**config.mk**
```make
export PLATFORM = sky130hd
export DESIGN_NAME = mips_run_ctrl
export DESIGN_NICKNAME = d
export VERILOG_FILES = /design/src/rtl/mips_ctrl_pkg.sv /design/src/rtl/mips_run_ctrl.sv
export SDC_FILE = /design/constraint.sdc
export NUM_CORES = 1
export LEC_CHECK = 0
export ABC_AREA = 1
export BUFFER_PORTS_ARGS = -buffer_cell sky130_fd_sc_hd__buf_2
export CAP_MARGIN = 20
export CORE_UTILIZATION = 54
export CTS_BUF_LIST = sky130_fd_sc_hd__clkbuf_4 sky130_fd_sc_hd__clkbuf_8
export CTS_CLUSTER_DIAMETER = 120
export DETAILED_ROUTE_END_ITERATION = 16
export PLACE_DENSITY = 0.92
export SLEW_MARGIN = 10
export SYNTH_ARGS = -nofsm -noshare
export SYNTH_HDL_FRONTEND = slang
export SYNTH_SLANG_ARGS = --single-unit
```
**constraint.sdc**
```tcl
create_clock -name clk -period 2.2 [get_ports clk]
set_clock_uncertainty 0.15 [all_clocks]
set_input_delay 0 -clock clk [delete_from_list [all_inputs] [get_ports clk]]
set_output_delay 0 -clock clk [all_outputs]
set_load 0.005 [all_outputs]
```
**src/rtl/mips_ctrl_pkg.sv**
```systemverilog
// Shared encodings for the MIPS run/step/halt sequencer.
// Command opcodes, controller state enum and default counter width.
package mips_ctrl_pkg;

  localparam int CNT_W_DEF = 16;

  typedef enum logic [1:0] {
    OP_RUN_N    = 2'd0,
    OP_STEP     = 2'd1,
    OP_RUN_FREE = 2'd2,
    OP_RSVD     = 2'd3
  } op_e;

  typedef enum logic [2:0] {
    ST_IDLE     = 3'd0,
    ST_RUN_N    = 3'd1,
    ST_RUN_FREE = 3'd2,
    ST_STEP     = 3'd3,
    ST_BREAK    = 3'd4
  } state_e;

endpackage

```
**src/rtl/mips_run_ctrl.sv**
```systemverilog
// Run/step/halt sequencer gating the datapath cycle-enable; cpu_en is combinational, done/bp_hit registered.
// Commands are taken only in IDLE or BREAK (cmd_ready); halt_req overrides commands and breakpoints.
module mips_run_ctrl
  import mips_ctrl_pkg::*;
#(
  parameter int CNT_W  = CNT_W_DEF,
  parameter int ADDR_W = 32
) (
  input  logic              clk,
  input  logic              rst_n,
  input  logic              cmd_valid,
  output logic              cmd_ready,
  input  logic [1:0]        cmd_op,
  input  logic [CNT_W-1:0]  cmd_count,
  input  logic              halt_req,
  input  logic              bp_en,
  input  logic [ADDR_W-1:0] bp_addr,
  input  logic [ADDR_W-1:0] pc,
  output logic              cpu_en,
  output logic              busy,
  output logic              halted_bp,
  output logic              done,
  output logic              bp_hit,
  output logic [CNT_W-1:0]  cycle_count
);

  state_e           state, state_nxt;
  logic [CNT_W-1:0] remaining;
  logic             bp_skip;
  logic             bp_match;
  logic             done_nxt, bp_hit_nxt;
  logic             load_rem, set_skip;

  assign cmd_ready = (state == ST_IDLE) || (state == ST_BREAK);
  assign busy      = (state == ST_RUN_N) || (state == ST_RUN_FREE) || (state == ST_STEP);
  assign halted_bp = (state == ST_BREAK);
  assign bp_match  = bp_en && (pc == bp_addr) && !bp_skip;
  // STEP deliberately ignores the breakpoint so a debugger can single-step off it.
  assign cpu_en    = busy && !halt_req && !(bp_match && (state != ST_STEP));

  always_comb begin
    state_nxt  = state;
    done_nxt   = 1'b0;
    bp_hit_nxt = 1'b0;
    load_rem   = 1'b0;
    set_skip   = 1'b0;
    case (state)
      ST_IDLE, ST_BREAK: begin
        if (halt_req) begin
          state_nxt = ST_IDLE;
        end else if (cmd_valid) begin
          set_skip = (state == ST_BREAK);
          case (op_e'(cmd_op))
            OP_RUN_N: begin
              if (cmd_count == '0) begin
                done_nxt = 1'b1;
              end else begin
                state_nxt = ST_RUN_N;
                load_rem  = 1'b1;
              end
            end
            OP_STEP:     state_nxt = ST_STEP;
            OP_RUN_FREE: state_nxt = ST_RUN_FREE;
            default:     ;
          endcase
        end
      end
      ST_RUN_N, ST_RUN_FREE: begin
        if (cpu_en) begin
          if ((state == ST_RUN_N) && (remaining == CNT_W'(1))) begin
            state_nxt = ST_IDLE;
            done_nxt  = 1'b1;
          end
        end else if (halt_req) begin
          state_nxt = ST_IDLE;
          done_nxt  = 1'b1;
        end else begin
          state_nxt  = ST_BREAK;
          bp_hit_nxt = 1'b1;
        end
      end
      ST_STEP: begin
        if (cpu_en || halt_req) begin
          state_nxt = ST_IDLE;
          done_nxt  = 1'b1;
        end
      end
      default: state_nxt = ST_IDLE;
    endcase
  end

  always_ff @(posedge clk or negedge rst_n) begin
    if (!rst_n) begin
      state       <= ST_IDLE;
      remaining   <= '0;
      bp_skip     <= 1'b0;
      cycle_count <= '0;
      done        <= 1'b0;
      bp_hit      <= 1'b0;
    end else begin
      state  <= state_nxt;
      done   <= done_nxt;
      bp_hit <= bp_hit_nxt;
      if (load_rem) begin
        remaining <= cmd_count;
      end else if (cpu_en && (state == ST_RUN_N)) begin
        remaining <= remaining - CNT_W'(1);
      end
      if (cpu_en) begin
        cycle_count <= cycle_count + CNT_W'(1);
        bp_skip     <= 1'b0;
      end else if (set_skip) begin
        bp_skip <= 1'b1;
      end
    end
  end

endmodule

```
==> metrics.yaml <==
grt_use_met3_pct: 4.51
vias: 4062
cpPeakStageDelay_ps: 460
synthTopCellsByArea: "dfrtp_1 27%, nand2_1 21%, inv_1 10%"
rr_endpoint: "remaining[14]$_DFFE_PN0P_"
hold_path_class: "in2reg"
post-route-util_pct: 71.5
grtUsageMet1_pct: 34.2
cp_max_fo: 18
grt_pass1_vias: 3663
p_per_area_nw_per_um2: 817
finalPower_w: 0.00356
synth.avg_cell_area_um2: 6.17
synthCells: 568
critPathBufInv: 3
whs_path_depth: 5
clockBufferDepth: 2
slew_violations: 0
dpl.hpwl_um: 7460
syn_area_um2: 3500
grt_util_met2_pct: 55.7
drc: 0
grt-ovfl-total: 0
core-area_um2: 6100
cts_tree: "built"
whs_endpoint: "state[0]$_DFFE_PN0P_"
port_buffers: 108
setup_viol: 0
fp.dieArea_um2: 6810
initial_core_util_pct: 57.5
cap_violations: 0
cp_cell_sequence: "nand2_2, inv_2, nand2_2, nand2_1, nor2_1, nand2_1, nor2_2, nand3_4, nand2_8, inv_4, buf_2"
synth.most_common_cell: "nand2_1"
reg2reg_depth: 12
grt_max_degree: 47
period_share_pct: 94.1
nNetsFinal: 787
synthTopCellsByCount: "197 x nand2_1, 94 x inv_1, 51 x nand3_1, 51 x nor2_1, 38 x dfrtp_1"
drt_first_iter_violations: 249
critPathCaptureType: "primary output"
wl_per_cell_um: 12.8
cp.depth: 11
r2r_slack_ps: 190
routabilityCongestion: 0.970
synth_fp_nets: 661
critical_path.top_delay_family: "simple AND/OR/NAND/NOR gates"
final_cell_area_um2: 4360
slowest_stage: "dfrtp_1"
grt_pass1_wl_um: 15400
worstPathRequired_ps: 2050
crit_path_start: "state[1]$_DFFE_PN0P_"
root_buffer: "clkbuf_8"
cts_setup_buffers: 0
cp-start-kind: "register"
wirelength_um: 9840
worst_pin_slew_ps: 834
min_period_ps: 2070
synth_edf_count: 0
hold_start: "cmd_op[1]"
viasPerCell: 5.28
cts_num_sinks: 38
yosys.area.top_type: "dfrtp_1"
cts_buffers: 5
h-tree-depth: 2
yosysWarnings: 0
max_freq_mhz: 483
arrival_ps: 1920
grt_use_total_pct: 29.6
leakagePower_nw: 2.52
antenna_cells: 0
clk_latency_ps: 290
grt-busiest-layer: "met2"
synthToLayoutAreaGrowth_pct: 24.5
hold-worst-slack_ps: 25.1
ys_ff_latch: 38
first_pass_iters: 5
rr_startpoint: "state[1]$_DFFE_PN0P_"
die-width_um: 82.5
status: "completed"
dpl_cell_area_um2: 4060
drtAntennaViolNets: 0
final-hold-violation-count: 0
seq_area_frac_synth_pct: 27.1
row_count: 28
slew_headroom_pct: 44.4
yosysUniqueCellTypes: 33
crit_type: "reg2out"
ys.flop_type: "dfrtp_1"
synth_top_area_share_pct: 27.1
antenna_found_initial: 0
io_pins: 109
finalSetupTns_ps: 0
ir_drop_mv: 0.686
drive_gt1_share_pct: 20.4
die_h_um: 82.5
async_flop_share_pct: 100
path_clk_slew_ps: 80
-- state kept, by name (all words and copies together) (netlist names) --
name / count
cycle_count: 16
remaining: 16
state: 3
bp_hit: 1
bp_skip: 1
done: 1
-- metrics by stage --
stage               std cells  setup slack [ps]
finish                    770               130
global route              770            -0.457
CTS                       770              94.3
detailed placement        743               203
global placement          743               264
floorplan                 568               510
-- layout by cell type (no fill, tap or decap), drive strengths merged, types with 2 or more instances in the layout --
cell type	count
nand4	17
o21ai	30
a21oi	2
dlygate4sd3	19
xnor2	22
nor4	3
nor3	6
buf	108
nand2	204
nand3	54
ha	6
clkbuf	6
inv	99
or2	4
dfrtp	38
xor2	12
nor2	57
-- worst register-to-register path, delay by kind of cell, from the launching register on --
kind / cells / cell delay, ps
flops: 1 / 460
simple gates: 11 / 1240
buf+inv: 1 / 50
-- timing repair --
| action | 4_1_cts | 5_1_grt |
|---|---|---|
| endpoints found under the hold margin | 58 | 0 |
| hold buffers | 19 | 0 |
| setup endpoints to repair | 0 | 4 |
| gates resized for setup | 0 | 2 |
-- final cells by class --
cell class	count	area, um^2
multi-input combinational	423	2120
fill	504	1740
clock buffer	6	82.6
sequential	38	951
tap	75	93.8
timing repair buffer	127	731
inverter	99	374
clock inverter	2	12.5
-- how the worst max path moves through the flow --
stage | to | slack [ps]
after floorplan | remaining[9]$_DFFE_PN0P_ | 510
after global placement | remaining[9]$_DFFE_PN0P_ | 260
after detailed placement | remaining[12]$_DFFE_PN0P_ | 200
after CTS | cpu_en | 90
after global routing | cpu_en | -0.5
final | cpu_en | 130
-- power by group --
group,switching [W],internal (W)
combinational,0.00113,0.000737
clock,0.000253,0.000252
sequential,0.000277,0.000917
-- cells by family (layout without fill, tap and decap cells) --
| kind of cell | Yosys count | in the layout | share of synthesized area, % |
|---|---|---|---|
| and+or+nand+nor | 347 | 347 | 43.6 |
| xor gates and xnor gates | 34 | 34 | 8.50 |
| adders and majority gates | 6 | 6 | 2.14 |
| AOI/OAI and AO/OA | 35 | 35 | 5.32 |
| DFF | 38 | 38 | 27.1 |
| buffers and inverters | 107 | 234 | 13.0 |
| muxes | 1 | 1 | 0.286 |
-- routing by layer --
layer  routed length [um]  vias up
li1                     -     2006
met1                 4030     1867
met2                 5030      167
met3                  583       22
met4                  196        0
met5                    0        -
(Power assumes the default switching activity.)
